<file path="src/rtl/instr_fetch_unit_pkg.sv">
// -----------------------------------------------------------------------------
// instr_fetch_pkg
// Shared types and constants for the instruction fetch unit.
//   fetch_state_t    : fetch FSM state encoding (IDLE, REQ, DONE, FAULT)
//   NOP_INSTR        : canonical RISC-V NOP (addi x0, x0, 0), instr reset value
//   DEFAULT_RESET_PC : default boot address, old_pc reset value
// -----------------------------------------------------------------------------
package instr_fetch_pkg;

  typedef enum logic [1:0] {
    IDLE  = 2'd0,
    REQ   = 2'd1,
    DONE  = 2'd2,
    FAULT = 2'd3
  } fetch_state_t;

  localparam logic [31:0] NOP_INSTR        = 32'h00000013;
  localparam logic [31:0] DEFAULT_RESET_PC = 32'h00001000;

  // A PC is fetchable only if it addresses a whole 32-bit word.
  function automatic logic pc_is_aligned(input logic [31:0] addr);
    return (addr[1:0] == 2'b00);
  endfunction

endpackage

</file>
<file path="src/rtl/instr_fetch_unit_timeout_counter.sv">
// -----------------------------------------------------------------------------
// fetch_timeout_counter
// Counts REQ-state cycles that pass without a memory acknowledge.
// Ports:
//   clk      : core clock
//   reset    : synchronous, active-high; clears the count
//   clear    : synchronous clear, used when a new request is launched
//   enable   : advance the count by one this cycle
//   terminal : high while the count equals TIMEOUT_CYCLES-1
// -----------------------------------------------------------------------------
module fetch_timeout_counter #(
  parameter int unsigned TIMEOUT_CYCLES = 16
) (
  input  logic clk,
  input  logic reset,
  input  logic clear,
  input  logic enable,
  output logic terminal
);

  localparam int unsigned CW = $clog2(TIMEOUT_CYCLES);
  localparam logic [CW-1:0] LAST = CW'(TIMEOUT_CYCLES - 1);

  logic [CW-1:0] count;

  always_ff @(posedge clk) begin
    if (reset || clear) begin
      count <= '0;
    end else if (enable) begin
      count <= count + CW'(1);
    end
  end

  // The FSM stops enabling once terminal is seen, so the count never wraps.
  assign terminal = (count == LAST);

endmodule

</file>
<file path="src/rtl/instr_fetch_unit.sv">
// -----------------------------------------------------------------------------
// instr_fetch_unit
// Fetches one instruction word per fetch_start request from instruction memory,
// capturing the word and the PC it came from, then pulses pc_write so the
// program counter advances. Misaligned PCs and memory that never acknowledges
// are reported with a one-cycle fault pulse and do not advance the PC.
//
// Ports:
//   clk, reset   : core clock, synchronous active-high reset
//   fetch_start  : fetch request level, sampled only while IDLE
//   pc           : current program counter, sampled with fetch_start
//   mem_req      : read request, held until acked or timed out
//   mem_addr     : word address, stable while mem_req=1
//   mem_ack      : mem_rdata valid this cycle (honoured only in REQ)
//   mem_rdata    : instruction word from memory
//   instr        : instruction register
//   old_pc       : PC of the instruction held in instr
//   pc_plus4     : old_pc + 4 (combinational, wraps modulo 2^32)
//   fetch_done   : one-cycle pulse, instr/old_pc newly valid
//   pc_write     : one-cycle PC enable, coincident with fetch_done
//   fault        : one-cycle pulse on misaligned PC or timeout
//   busy         : high in any state other than IDLE
//   dbg_state    : current FSM state, for debug and checkers
//
// Memory handshake: a read is one transaction. mem_req rises with mem_addr
// valid and both stay constant until the first cycle in which mem_ack=1; that
// cycle carries the data and ends the transaction, mem_req drops on the next
// cycle. If no ack arrives within TIMEOUT_CYCLES request cycles the request
// is withdrawn and the transaction is abandoned; a later ack is ignored.
// -----------------------------------------------------------------------------
module instr_fetch_unit
  import instr_fetch_pkg::*;
#(
  parameter logic [31:0] RESET_PC       = DEFAULT_RESET_PC,
  parameter int unsigned TIMEOUT_CYCLES = 16
) (
  input  logic         clk,
  input  logic         reset,
  input  logic         fetch_start,
  input  logic [31:0]  pc,
  output logic         mem_req,
  output logic [31:0]  mem_addr,
  input  logic         mem_ack,
  input  logic [31:0]  mem_rdata,
  output logic [31:0]  instr,
  output logic [31:0]  old_pc,
  output logic [31:0]  pc_plus4,
  output logic         fetch_done,
  output logic         pc_write,
  output logic         fault,
  output logic         busy,
  output fetch_state_t dbg_state
);

  fetch_state_t state;
  fetch_state_t next_state;

  logic pc_aligned;
  logic accept;      // a fetch request is taken this cycle
  logic capture;     // memory data is taken this cycle
  logic cnt_clear;
  logic cnt_enable;
  logic timeout_tc;

  assign pc_aligned = pc_is_aligned(pc);

  // ---------------------------------------------------------------------------
  // Timeout counter: cleared when a request launches, advanced for every
  // unacknowledged REQ cycle.
  // ---------------------------------------------------------------------------
  fetch_timeout_counter #(
    .TIMEOUT_CYCLES (TIMEOUT_CYCLES)
  ) u_timeout (
    .clk      (clk),
    .reset    (reset),
    .clear    (cnt_clear),
    .enable   (cnt_enable),
    .terminal (timeout_tc)
  );

  // ---------------------------------------------------------------------------
  // Next-state logic
  // ---------------------------------------------------------------------------
  always_comb begin
    next_state = state;
    accept     = 1'b0;
    capture    = 1'b0;
    cnt_clear  = 1'b0;
    cnt_enable = 1'b0;

    case (state)
      IDLE: begin
        if (fetch_start) begin
          accept = 1'b1;
          if (pc_aligned) begin
            next_state = REQ;
            cnt_clear  = 1'b1;
          end else begin
            // A misaligned PC never reaches the memory bus.
            next_state = FAULT;
          end
        end
      end

      REQ: begin
        if (mem_ack) begin
          capture    = 1'b1;
          next_state = DONE;
        end else if (timeout_tc) begin
          next_state = FAULT;
        end else begin
          cnt_enable = 1'b1;
        end
      end

      DONE:    next_state = IDLE;
      FAULT:   next_state = IDLE;
      default: next_state = IDLE;
    endcase
  end

  // ---------------------------------------------------------------------------
  // State and output registers. The strobes and mem_req are decoded from
  // next_state so that they are registered yet aligned with the state they
  // describe; being one-hot decodes of a single state they can never overlap.
  // ---------------------------------------------------------------------------
  always_ff @(posedge clk) begin
    if (reset) begin
      state      <= IDLE;
      mem_req    <= 1'b0;
      mem_addr   <= '0;
      instr      <= NOP_INSTR;
      old_pc     <= RESET_PC;
      fetch_done <= 1'b0;
      pc_write   <= 1'b0;
      fault      <= 1'b0;
      busy       <= 1'b0;
    end else begin
      state      <= next_state;
      mem_req    <= (next_state == REQ);
      fetch_done <= (next_state == DONE);
      pc_write   <= (next_state == DONE);
      fault      <= (next_state == FAULT);
      busy       <= (next_state != IDLE);

      // pc is only looked at here, so later pc changes cannot disturb the
      // transaction in flight.
      if (accept) begin
        old_pc <= pc;
        if (pc_aligned) begin
          mem_addr <= pc;
        end
      end

      if (capture) begin
        instr <= mem_rdata;
      end
    end
  end

  assign pc_plus4  = old_pc + 32'd4;
  assign dbg_state = state;

endmodule
</file>
<file path="config.mk">
export PLATFORM = sky130hd
export DESIGN_NAME = instr_fetch_unit
export DESIGN_NICKNAME = d
export VERILOG_FILES = /design/src/rtl/instr_fetch_unit_pkg.sv /design/src/rtl/instr_fetch_unit_timeout_counter.sv /design/src/rtl/instr_fetch_unit.sv
export SDC_FILE = /design/constraint.sdc
export NUM_CORES = 1
export LEC_CHECK = 0
export BUFFER_PORTS_ARGS = -buffer_cell sky130_fd_sc_hd__buf_2
export CORE_MARGIN = 5
export CORE_UTILIZATION = 48
export CTS_BUF_LIST = sky130_fd_sc_hd__clkbuf_4
export DETAILED_ROUTE_END_ITERATION = 8
export PLACE_DENSITY = 0.82
export SYNTH_ARGS = -nofsm -noshare
export SYNTH_HDL_FRONTEND = slang
export SYNTH_SLANG_ARGS = --single-unit
</file>
<file path="constraint.sdc">
create_clock -name clk -period 2.2 [get_ports clk]
set_clock_uncertainty 0.15 [all_clocks]
set_input_delay 0.11 -clock clk [delete_from_list [all_inputs] [get_ports clk]]
set_output_delay 0.11 -clock clk [all_outputs]
set_load 0.01 [all_outputs]
</file>
==> summary.md <==
| Metric | Value |
|---|---|
| Min Tclk post-route | `~2300 ps` |
| Number of global-route vias before repair | `between 4000 and 5000` |
| Share of the synthesized area in the top cell type | `around half` |
| Yosys cell types | `33` |
| FF-to-FF End | `u_timeout.count[3]` |
| Yosys top cell by area | `dfxtp_1` |
| IR drop worst, VDD | `approximately 0.35 mV` |
| Top_reg_cell synth | `dfxtp_1` |
| Placed cells | `just over 800` |
| FF-to-FF Start | `dbg_state[0]` |
| Layout area overhead | `49.3%` |
| CTS Buffer Depth | `2` |
| Most common cell in the netlist | `nand2_1` |
| Die Y | `around 100 µm` |
| Die Area | `between 10000 and 15000 µm²` |
| Clock sinks | `about 110` |
| Leak | `2.96 nW` |
| Pwr/cell area | `~600 nW/µm²` |
| Post-Syn Area | `4280 µm²` |
| CTS tree | `yes` |
| Initial antenna violation count | `0` |
| Core ar. | `between 8000 and 9000 µm²` |
| Vias per Instance | `approximately 5.2` |
| Rel. slew slack | `54.2%` |
| Hold depth | `2` |
| Hold WC Path Type | `in -> reg` |
| First-pass GRT wire length | `roughly 23 mm` |
| Failing checks | `negative setup slack` |
| RSZ-0062 raised after global routing | `true` |
| Die Span X | `around 100 µm` |
| Ys async rst share | `0%` |
| Initial DRC Count | `between 200 and 250` |
| Drt pass-1 iters | `5` |
| Reg2reg path depth | `4` |
| R2R Setup Slk | `between 100 and 150 ps` |
| Final Util | `73.3%` |
| Fill cells | `between 600 and 700` |
| Register bit total from synthesis | `about 110` |
| Slowest CP cell | `dfxtp_4` |
| Worst Setup Path Type | `reg -> out` |
| CP Max Fanout | `9` |
| CP Cell Sequence | `nand4_4 > nor4_4 > buf_6 > nand4_1 > xnor2_1 > buf_2` |
| Hold Vio Cnt, Final | `0` |
| Total track usage | `24.9%` |
| Final setup violating endpoints | `9` |
| Synth area leaders | `dfxtp_1 (50%), nand2_1 (17%), a21oi_1 (10%), xnor2_1 (4.5%), clkbuf_1 (2.5%)` |
| Avg WL per Cell | `around 16 µm` |
| CP Capture Type | `primary output` |
| Sequential-to-total area share from yosys stat | `49.6%` |
| CP Launch Type | `flop` |
| Status | `complete, but fails checks` |
| Initial Utilization | `about half` |
| Final cell count without fillers | `917` |
| Routed WL | `14.2 mm` |
| Total Power | `3.79 mW` |
| Share of post-route cells with drive strength above 1 | `between 30% and 40%` |
| PnR worst setup slack | `-59.4 ps` |
| Root Buffer | `clkbuf_4` |
| Arrival time at the worst endpoint | `~2000 ps` |
| ANT cells | `0` |
| Hold path endpoint | `mem_addr[12]` |
| # H-tree levels | `3` |
| CP required | `a little under 2000 ps` |
| Worst slew pin tran | `688 ps` |
| I/O pins | `203` |
| GRT overflow | `0` |
| Post-DP HPWL | `between 9 and 10 mm` |
| Number of synthesized flops with an enable pin | `0` |
| Synthesized netlist cell count | `around 540` |
| Antenna-violating nets left | `0` |
| Maximum Capacitance Violations | `0` |
| Syn_area_per_cell | `~8 µm²` |
| Fmax | `between 400 and 500 MHz` |
| Site Rows | `34` |
| Via Count | `approximately 4800` |
| Largest net degree at the start of global routing | `65` |
| Max-slew violations | `0` |
| Pre-CTS WS | `~170 ps` |
| CTS buffer count | `9` |
| Number of port buffers | `approximately 200` |
| GP Congestion | `roughly 0.90` |
| Yosys warns | `0` |
| Clk slew on worst S/H paths | `around 170 ps` |
| Fin crit share | `103%` |
| Syn nets | `~600` |
| Final nets | `874` |
| Clock Latency Late Sink | `~410 ps` |
| Hold slack final | `approximately 57 ps` |
| Commonest cells in the netlist | `nand2_1 (196), dfxtp_1 (106), a21oi_1 (89)` |
| DRC | `0` |
| Hold wc startpoint | `reset` |
| Max incr delay on CP | `around 420 ps` |
[placed cells by master (no fill, tap or decap), drive strengths merged, types with 5 or more instances in the layout]
| cell | netlist | routed |
|---|---|---|
| dlygate4sd3 | 0 | 67 |
| buf | 7 | 226 |
| nor2 | 8 | 8 |
| xnor2 | 22 | 22 |
| clkbuf | 29 | 11 |
| a21oi | 92 | 92 |
| dfxtp | 106 | 106 |
| nand4 | 7 | 7 |
| and3 | 7 | 7 |
| and4 | 5 | 5 |
| nand2 | 196 | 196 |
| nand3 | 15 | 15 |
| xor2 | 8 | 8 |
[cell families (layout without fill, tap and decap cells)]
family                     Yosys count  in the layout  share of synthesized area, %
and+or+nand+nor                    262            262                          27.6
DFF                                106            106                          49.6
AOI/OAI and AO/OA                   95             95                          11.5
buffers and inverters               40            313                          4.33
xor gates and xnor gates            30             30                          6.14
adders and majority gates            2              2                         0.585
muxes                                1              1                         0.234
[critical path: cells and delay by family (launching register included)]
kind                      cells  cell delay [ps]
xor gates and xnor gates      1              170
buffers and inverters         2              350
DFF                           1              420
and+or+nand+nor               3              640
[final cells by class]
type                            instances  area [µm²]  share of cell area [%]
Clock buffer                           11        82.6                    1.29
Tap cell                              108         135                    2.12
Multi-Input combinational cell        390        2040                    32.0
Clock inverter                          5        55.1                   0.862
Timing Repair Buffer                  293        1900                    29.7
Inverter                                4        15.0                   0.235
Sequential cell                       106        2160                    33.8
[power breakdown]
part	internal (mW)	leakage, nW	switching, mW
clock	0.371	0.0745	0.600
combinational	0.333	2.01	0.381
sequential	2.01	0.872	0.0878
total	2.72	2.96	1.07
[how the worst max path moves through the flow]
stage / startpoint / end / slack, ps / cells after the start
floorplan: old_pc[9] / pc_plus4[23] / 340 / 4
global placement: old_pc[11] / pc_plus4[26] / 310 / 5
detailed placement: old_pc[11] / pc_plus4[30] / 170 / 5
CTS: old_pc[7] / pc_plus4[29] / -30 / 6
global route: old_pc[5] / pc_plus4[17] / -190 / 6
finish: old_pc[6] / pc_plus4[23] / -60 / 6
[metrics by stage]
step	TNS, ps	instance area, µm²
final	-210	6390
after global routing	-2070	6390
after CTS	-60.4	6280
after global placement	0	5370
after detailed placement	0	5370
after floorplan	0	4280
[repair_timing]
action / CTS / global route
resized for setup: 25 / 15
cloned: 0 / 0
hold endpoints to repair: 102 / 0
hold buffers: 67 / 0
setup endpoints to repair: 21 / 18
setup buffers: 5 / 8
pin swaps: 5 / 6
[state kept, by name, summed over array words and instances (netlist names)]
| register | count |
|---|---|
| busy | 1 |
| dbg_state | 2 |
| fault | 1 |
| instr | 32 |
| mem_addr | 32 |
| mem_req | 1 |
| old_pc | 32 |
| pc_write | 1 |
| u_timeout.count | 4 |
[metal layers]
layer / vias to the layer above / part of all wire [%] / track usage, %
met3: 57 / 8.9 / 5.96
met4: 0 / 4.4 / 13.0
met5: - / 0 / 0
met2: 272 / 49 / 41.9
li1: 2295 / - / -
met1: 2151 / 38 / 29.1
No activity file was read; power rests on OpenSTA's default activity.
